==> config.mk <==
export PLATFORM = sky130hd
export DESIGN_NAME = mac_tile_dual
export DESIGN_NICKNAME = d
export VERILOG_FILES = /design/src/rtl/mac_tile_pkg.sv /design/src/rtl/mac_tile_dual_mac.sv /design/src/rtl/mac_tile_dual.sv
export SDC_FILE = /design/constraint.sdc
export NUM_CORES = 1
export LEC_CHECK = 0
export BUFFER_PORTS_ARGS = -buffer_cell sky130_fd_sc_hd__clkbuf_2
export CAP_MARGIN = 20
export CORE_MARGIN = 1
export CORE_UTILIZATION = 53
export DETAILED_ROUTE_END_ITERATION = 10
export PLACE_DENSITY_LB_ADDON = 0.05
export SYNTH_ARGS = -nofsm -noshare
export SYNTH_HDL_FRONTEND = slang
export SYNTH_SLANG_ARGS = --single-unit
==> constraint.sdc <==
create_clock -name clk -period 4.55 [get_ports clk]
set_input_delay 0.455 -clock clk [delete_from_list [all_inputs] [get_ports clk]]
set_output_delay 0.455 -clock clk [all_outputs]
set_load 0.1 [all_outputs]
==> src/rtl/mac_tile_pkg.sv <==
// Shared constants for the dual-mode systolic MAC tile.
// Instruction bit positions and mode encodings.
package mac_tile_pkg;

  localparam int INST_LOAD  = 0;
  localparam int INST_EXEC  = 1;
  localparam int INST_DRAIN = 2;
  localparam int INST_W     = 3;

  localparam logic MODE_WS = 1'b0;
  localparam logic MODE_OS = 1'b1;

endpackage

==> src/rtl/mac_tile_dual_mac.sv <==
// Combinational multiply-add: unsigned a times signed b, plus c.
// Product is sign-extended to the psum width; the add wraps.
module mac_tile_dual_mac #(
  parameter int bw      = 4,
  parameter int psum_bw = 16
) (
  input  logic [bw-1:0]      a,
  input  logic [bw-1:0]      b,
  input  logic [psum_bw-1:0] c,
  output logic [psum_bw-1:0] out
);

  logic signed [2*bw:0] a_ext;
  logic signed [2*bw:0] b_ext;
  logic signed [2*bw:0] prod;
  logic [psum_bw-1:0]   prod_ext;

  assign a_ext = $signed({{(bw+1){1'b0}}, a});
  assign b_ext = $signed({{(bw+1){b[bw-1]}}, b});
  assign prod  = a_ext * b_ext;

  assign prod_ext = {{(psum_bw-2*bw-1){prod[2*bw]}}, prod};
  assign out      = prod_ext + c;

endmodule

==> src/rtl/mac_tile_dual.sv <==
// Dual-mode systolic PE: weight-stationary or output-stationary.
// Activations/instructions flow east, weights/psums flow south.
module mac_tile_dual
  import mac_tile_pkg::*;
#(
  parameter int bw      = 4,
  parameter int psum_bw = 16
) (
  input  logic               clk,
  input  logic               reset,
  input  logic               mode,
  input  logic [bw-1:0]      in_w,
  input  logic [INST_W-1:0]  inst_w,
  input  logic [psum_bw-1:0] in_n,
  output logic [bw-1:0]      out_e,
  output logic [INST_W-1:0]  inst_e,
  output logic [psum_bw-1:0] out_s,
  output logic               loaded
);

  logic [bw-1:0]      a_q;
  logic [bw-1:0]      b_q;
  logic [psum_bw-1:0] c_q;
  logic [psum_bw-1:0] acc_q;
  logic               mode_q;
  logic               load_ready_q;
  logic               exec_q;
  logic [INST_W-1:0]  inst_q;

  logic [psum_bw-1:0] mac_c;
  logic [psum_bw-1:0] mac_out;

  assign mac_c = (mode_q == MODE_OS) ? acc_q : c_q;

  mac_tile_dual_mac #(
    .bw      (bw),
    .psum_bw (psum_bw)
  ) u_mac (
    .a   (a_q),
    .b   (b_q),
    .c   (mac_c),
    .out (mac_out)
  );

  always_ff @(posedge clk or negedge reset) begin
    if (!reset) begin
      a_q          <= '0;
      b_q          <= '0;
      c_q          <= '0;
      acc_q        <= '0;
      mode_q       <= MODE_WS;
      load_ready_q <= 1'b1;
      exec_q       <= 1'b0;
      inst_q       <= '0;
    end else if (mode != mode_q) begin
      mode_q       <= mode;
      acc_q        <= '0;
      exec_q       <= 1'b0;
      load_ready_q <= 1'b1;
      inst_q       <= '0;
    end else if (mode_q == MODE_WS) begin
      // The first load after reset/switch is consumed by this tile.
      if (inst_w[INST_LOAD] && load_ready_q) begin
        b_q               <= in_w;
        load_ready_q      <= 1'b0;
        inst_q[INST_LOAD] <= 1'b0;
      end else begin
        inst_q[INST_LOAD] <= inst_w[INST_LOAD];
      end
      inst_q[INST_EXEC]  <= inst_w[INST_EXEC];
      inst_q[INST_DRAIN] <= inst_w[INST_DRAIN];
      if (inst_w[INST_LOAD] || inst_w[INST_EXEC])
        a_q <= in_w;
      if (inst_w[INST_EXEC])
        c_q <= in_n;
    end else begin
      exec_q <= inst_w[INST_EXEC];
      if (inst_w[INST_EXEC]) begin
        a_q <= in_w;
        b_q <= in_n[bw-1:0];
      end
      // Drain wins over a pending accumulate.
      if (inst_w[INST_DRAIN])
        acc_q <= in_n;
      else if (exec_q)
        acc_q <= mac_out;
      inst_q <= inst_w;
    end
  end

  always_comb begin
    out_s = mac_out;
    if (mode_q == MODE_OS) begin
      if (inst_w[INST_DRAIN])
        out_s = acc_q;
      else
        out_s = {{(psum_bw-bw){b_q[bw-1]}}, b_q};
    end
  end

  assign out_e  = a_q;
  assign inst_e = inst_q;
  assign loaded = ~load_ready_q;

endmodule

==> impl_metrics.csv <==
group,metric,value,unit
clock_tree,root_buffer,"clkbuf_8",
synth,ys_seq_elements,46,
grt,grt_max_degree,47,
setup_path,max_stage_delay,0.51,ns
clock_tree,clockBufferDepth,2,
synth,ys_warn_count,0,
setup_path,cp_max_fo,3,
setup_path,r2r-end,"acc_q[12]",
timing,period_needed,5.59,ns
floorplan,die_y,85.8,microns
grt,grt_antenna_before_repair,0,
outcome,outcome,"finished with violations",
detailed_routing,vias,3302,
setup_path,cp-end-kind,"output pin",
synth,syn-instance-count,398,
grt,grt_pass1_wl,16100,microns
flow_run,maxCapViolCount,0,
detailed_routing,drt_iter0_markers,135,
layout,drive_above_1_share,45.0,%
clock_tree,clk-insertion-delay-late,0.32,ns
timing,setup_viol,18,
setup_path,arrival,5.14,ns
layout,final_nets,565,
synth,synth.area.top_cells,"dfrtp_1, ha_1, mux2_2, mux2i_1, a21oi_1",
setup_path,worstPathCellList,"nand2b_4 > fa_1 > fa_1 > fa_2 > inv_2 > ha_4 > inv_2 > fa_2 > inv_2 > a21o_1 > a21oi_2 > xnor2_1 > ha_1 > buf_6 > a21oi_4 > a21oi_2 > buf_4 > o211ai_1 > nand3_1 > xnor2_2 > mux2i_4 > buf_12",
placed_design,gp_congestion,0.930,
grt,grt_usage,28.1,%
detailed_routing,drt-total-wl,9980,microns
synth,yosysTopAreaCell,"dfrtp_1",
synth,synth_area,0.00372,sq mm
detailed_routing,drt_first_pass_iters,4,
timing,rsz0062_at_grt,"yes",
timing,fin_skew,0.0160,ns
detailed_routing,ant_nets,0,
setup_path,crit_top_cell,"inv_2",
worst_hold_path,hold_path.class,"input port to async pin",
clock_tree,cts.sinks,46,
detailed_routing,wl_per_cell,16.7,microns
detailed_routing,vias_per_cell,5.54,
clock_tree,cts_hold_buffers,0,
setup_path,critical_path_required,4.09,ns
timing,hold_ws,0.238,ns
floorplan,row_count,30,
synth,ys.flop_type,"dfrtp_1",
timing,finalCritPeriodShare,123,%
layout,fillers,457,
setup_path,r2r.worst_path.cells,20,
synth,ys_seq_area_share,30.9,%
timing,final.setup.tns,-10.37,ns
timing,finalHoldViolations,0,
setup_path,reg2reg_slack,-0.47,ns
setup_path,worstReg2RegStart,"out_e[0]",
detailed_routing,drc,0,
layout,multi_input_area,0.00292,sq mm
setup_path,cp-endpoint,"out_s[14]",
floorplan,die_w,85.8,microns
floorplan,core_region_area,0.00679,sq mm
setup_path,setup.worst_path.start_class,"flip-flop",
timing,worst_slack,-1.04,ns
floorplan,start_util,54.8,%
timing,slew_headroom,38.6,%
layout,areaGrowthSynthToFinish,43.1,%
synth,syn_nets,464,
outcome,violations,"setup timing",
placed_design,port_buffers,49,
placed_design,place_ws,-0.788,ns
grt,grt_overflow_total,0,
timing,fmax,0.179,GHz
synth,syn_area_per_cell,9.36,sq um
grt,grt_pass1_vias,3374,
clock_tree,cts_tree,"done",
setup_path,critPathKind,"flip-flop to output pin",
clock_tree,cts_made_buffers,5,
floorplan,die-area,0.00737,sq mm
synth,ys_types,46,
timing,finalMaxSlewViolations,0,
synth,synth_top_area_share,30.2,%
timing,worstMarginPinSlew,0.921,ns
setup_path,crit_path_start,"out_e[0]",
setup_path,cp_slowest_cell,"fa_1",
clock_tree,cts.reportedPaths.clkPinSlew,0.10,ns
clock_tree,htreeDepth,2,
layout,diodes,0,
placed_design,dp_hpwl,7050,microns
layout,final-seq-area,0.00117,sq mm
synth,synth_edf_count,0,
synth,async_reset_ff_share,100,%
floorplan,ios,50,
==> kinds of logic after synthesis <==
group           Yosys count  share of synthesized area [%]
fa+ha+maj                40                           14.7
flops                    46                           30.9
buf+inv                  45                           4.74
mux                      59                           17.2
xor+xnor                 17                           4.20
compound gates          101                           16.5
simple gates             90                           11.8
==> timing repair <==
action | CTS | global route
setup endpoints to repair | 20 | 20
buffers inserted | 12 | 2
cloned | 0 | 0
resized for setup | 33 | 20
pin swaps | 35 | 27
==> routing by layer <==
metal	GRT usage, %	part of all wire, %	vias to the layer above
met1	36.0	44	1606
li1	-	-	1617
met2	50.3	51	72
met3	4.14	4.1	7
met5	0	0	-
met4	6.36	0.76	0
==> state kept, by name, indices dropped and copies added, names as in the netlist <==
name	cells
b_q	4
mode_q	1
c_q	16
out_e	4
load_ready_q	1
acc_q	16
inst_e	3
exec_q	1
==> layout make-up <==
cell class	count	area share [%]
Multi-Input combinational cell	307	54.9
Sequential cell	46	21.9
Timing Repair Buffer	111	17.3
Tap cell	96	2.25
Inverter	28	1.97
Clock buffer	5	1.29
Clock inverter	3	0.446
==> metrics by stage <==
step / instance area (sq um) / util (%) / cells
floorplan: 4000 / - / 398
global placement: 4910 / 72.2 / 583
detailed placement: 4910 / 72.2 / 583
CTS: 5240 / 77.1 / 599
global route: 5330 / 78.4 / 596
finish: 5330 / 78.4 / 596
==> worst min-delay path by stage <==
| stage | depth (start not counted) | to |
|---|---|---|
| finish | 2 | b_q[1] |
| global route | 2 | c_q[0] |
| CTS | 2 | acc_q[2] |
| detailed placement | 1 | c_q[2] |
| global placement | 2 | acc_q[11] |
| floorplan | 0 | acc_q[0] |
==> layout by cell type, fill, tap and decap left out, drive strengths merged, types with 7 or more instances in the layout <==
cell / instances
buf: 74
dfrtp: 45
clkbuf: 42
a21oi: 38
mux2: 37
ha: 34
inv: 29
nand2: 27
o21ai: 26
nor2: 24
mux2i: 22
xnor2: 13
a22o: 8
o31ai: 8
and2: 7
nand2b: 7
==> cells in the mapped netlist, types with 2 or more instances <==
cell type and number:
dfrtp_1 45, a21oi_1 38, mux2_2 35, ha_1 34, inv_1 28, nand2_1 27
nor2_1 24, o21ai_0 23, mux2i_1 22, clkbuf_1 15, xnor2_1 12, a22o_1 8
o31ai_1 8, and2_1 7, nand2b_1 7, a21o_1 6, fa_1 6, nor2b_1 6
nor3_1 4, or2_2 4, xor2_1 4, a211oi_1 3, nand3_1 3, o2111ai_1 3
o21ai_1 3, and3_1 2, or3_1 2
==> worst max-delay path, delay by kind of cell (launching register included) <==
kind / cells / cell delay, ns
simple gates: 2 / 0.31
buf+inv: 6 / 0.68
xor+xnor: 2 / 0.32
fa+ha+maj: 6 / 2.25
flops: 1 / 0.48
mux: 1 / 0.18
compound gates: 5 / 0.60
Power is left out: the tool's default activity adds up to more than one toggle a clock period on the data nets, which glitch-free logic cannot reach.
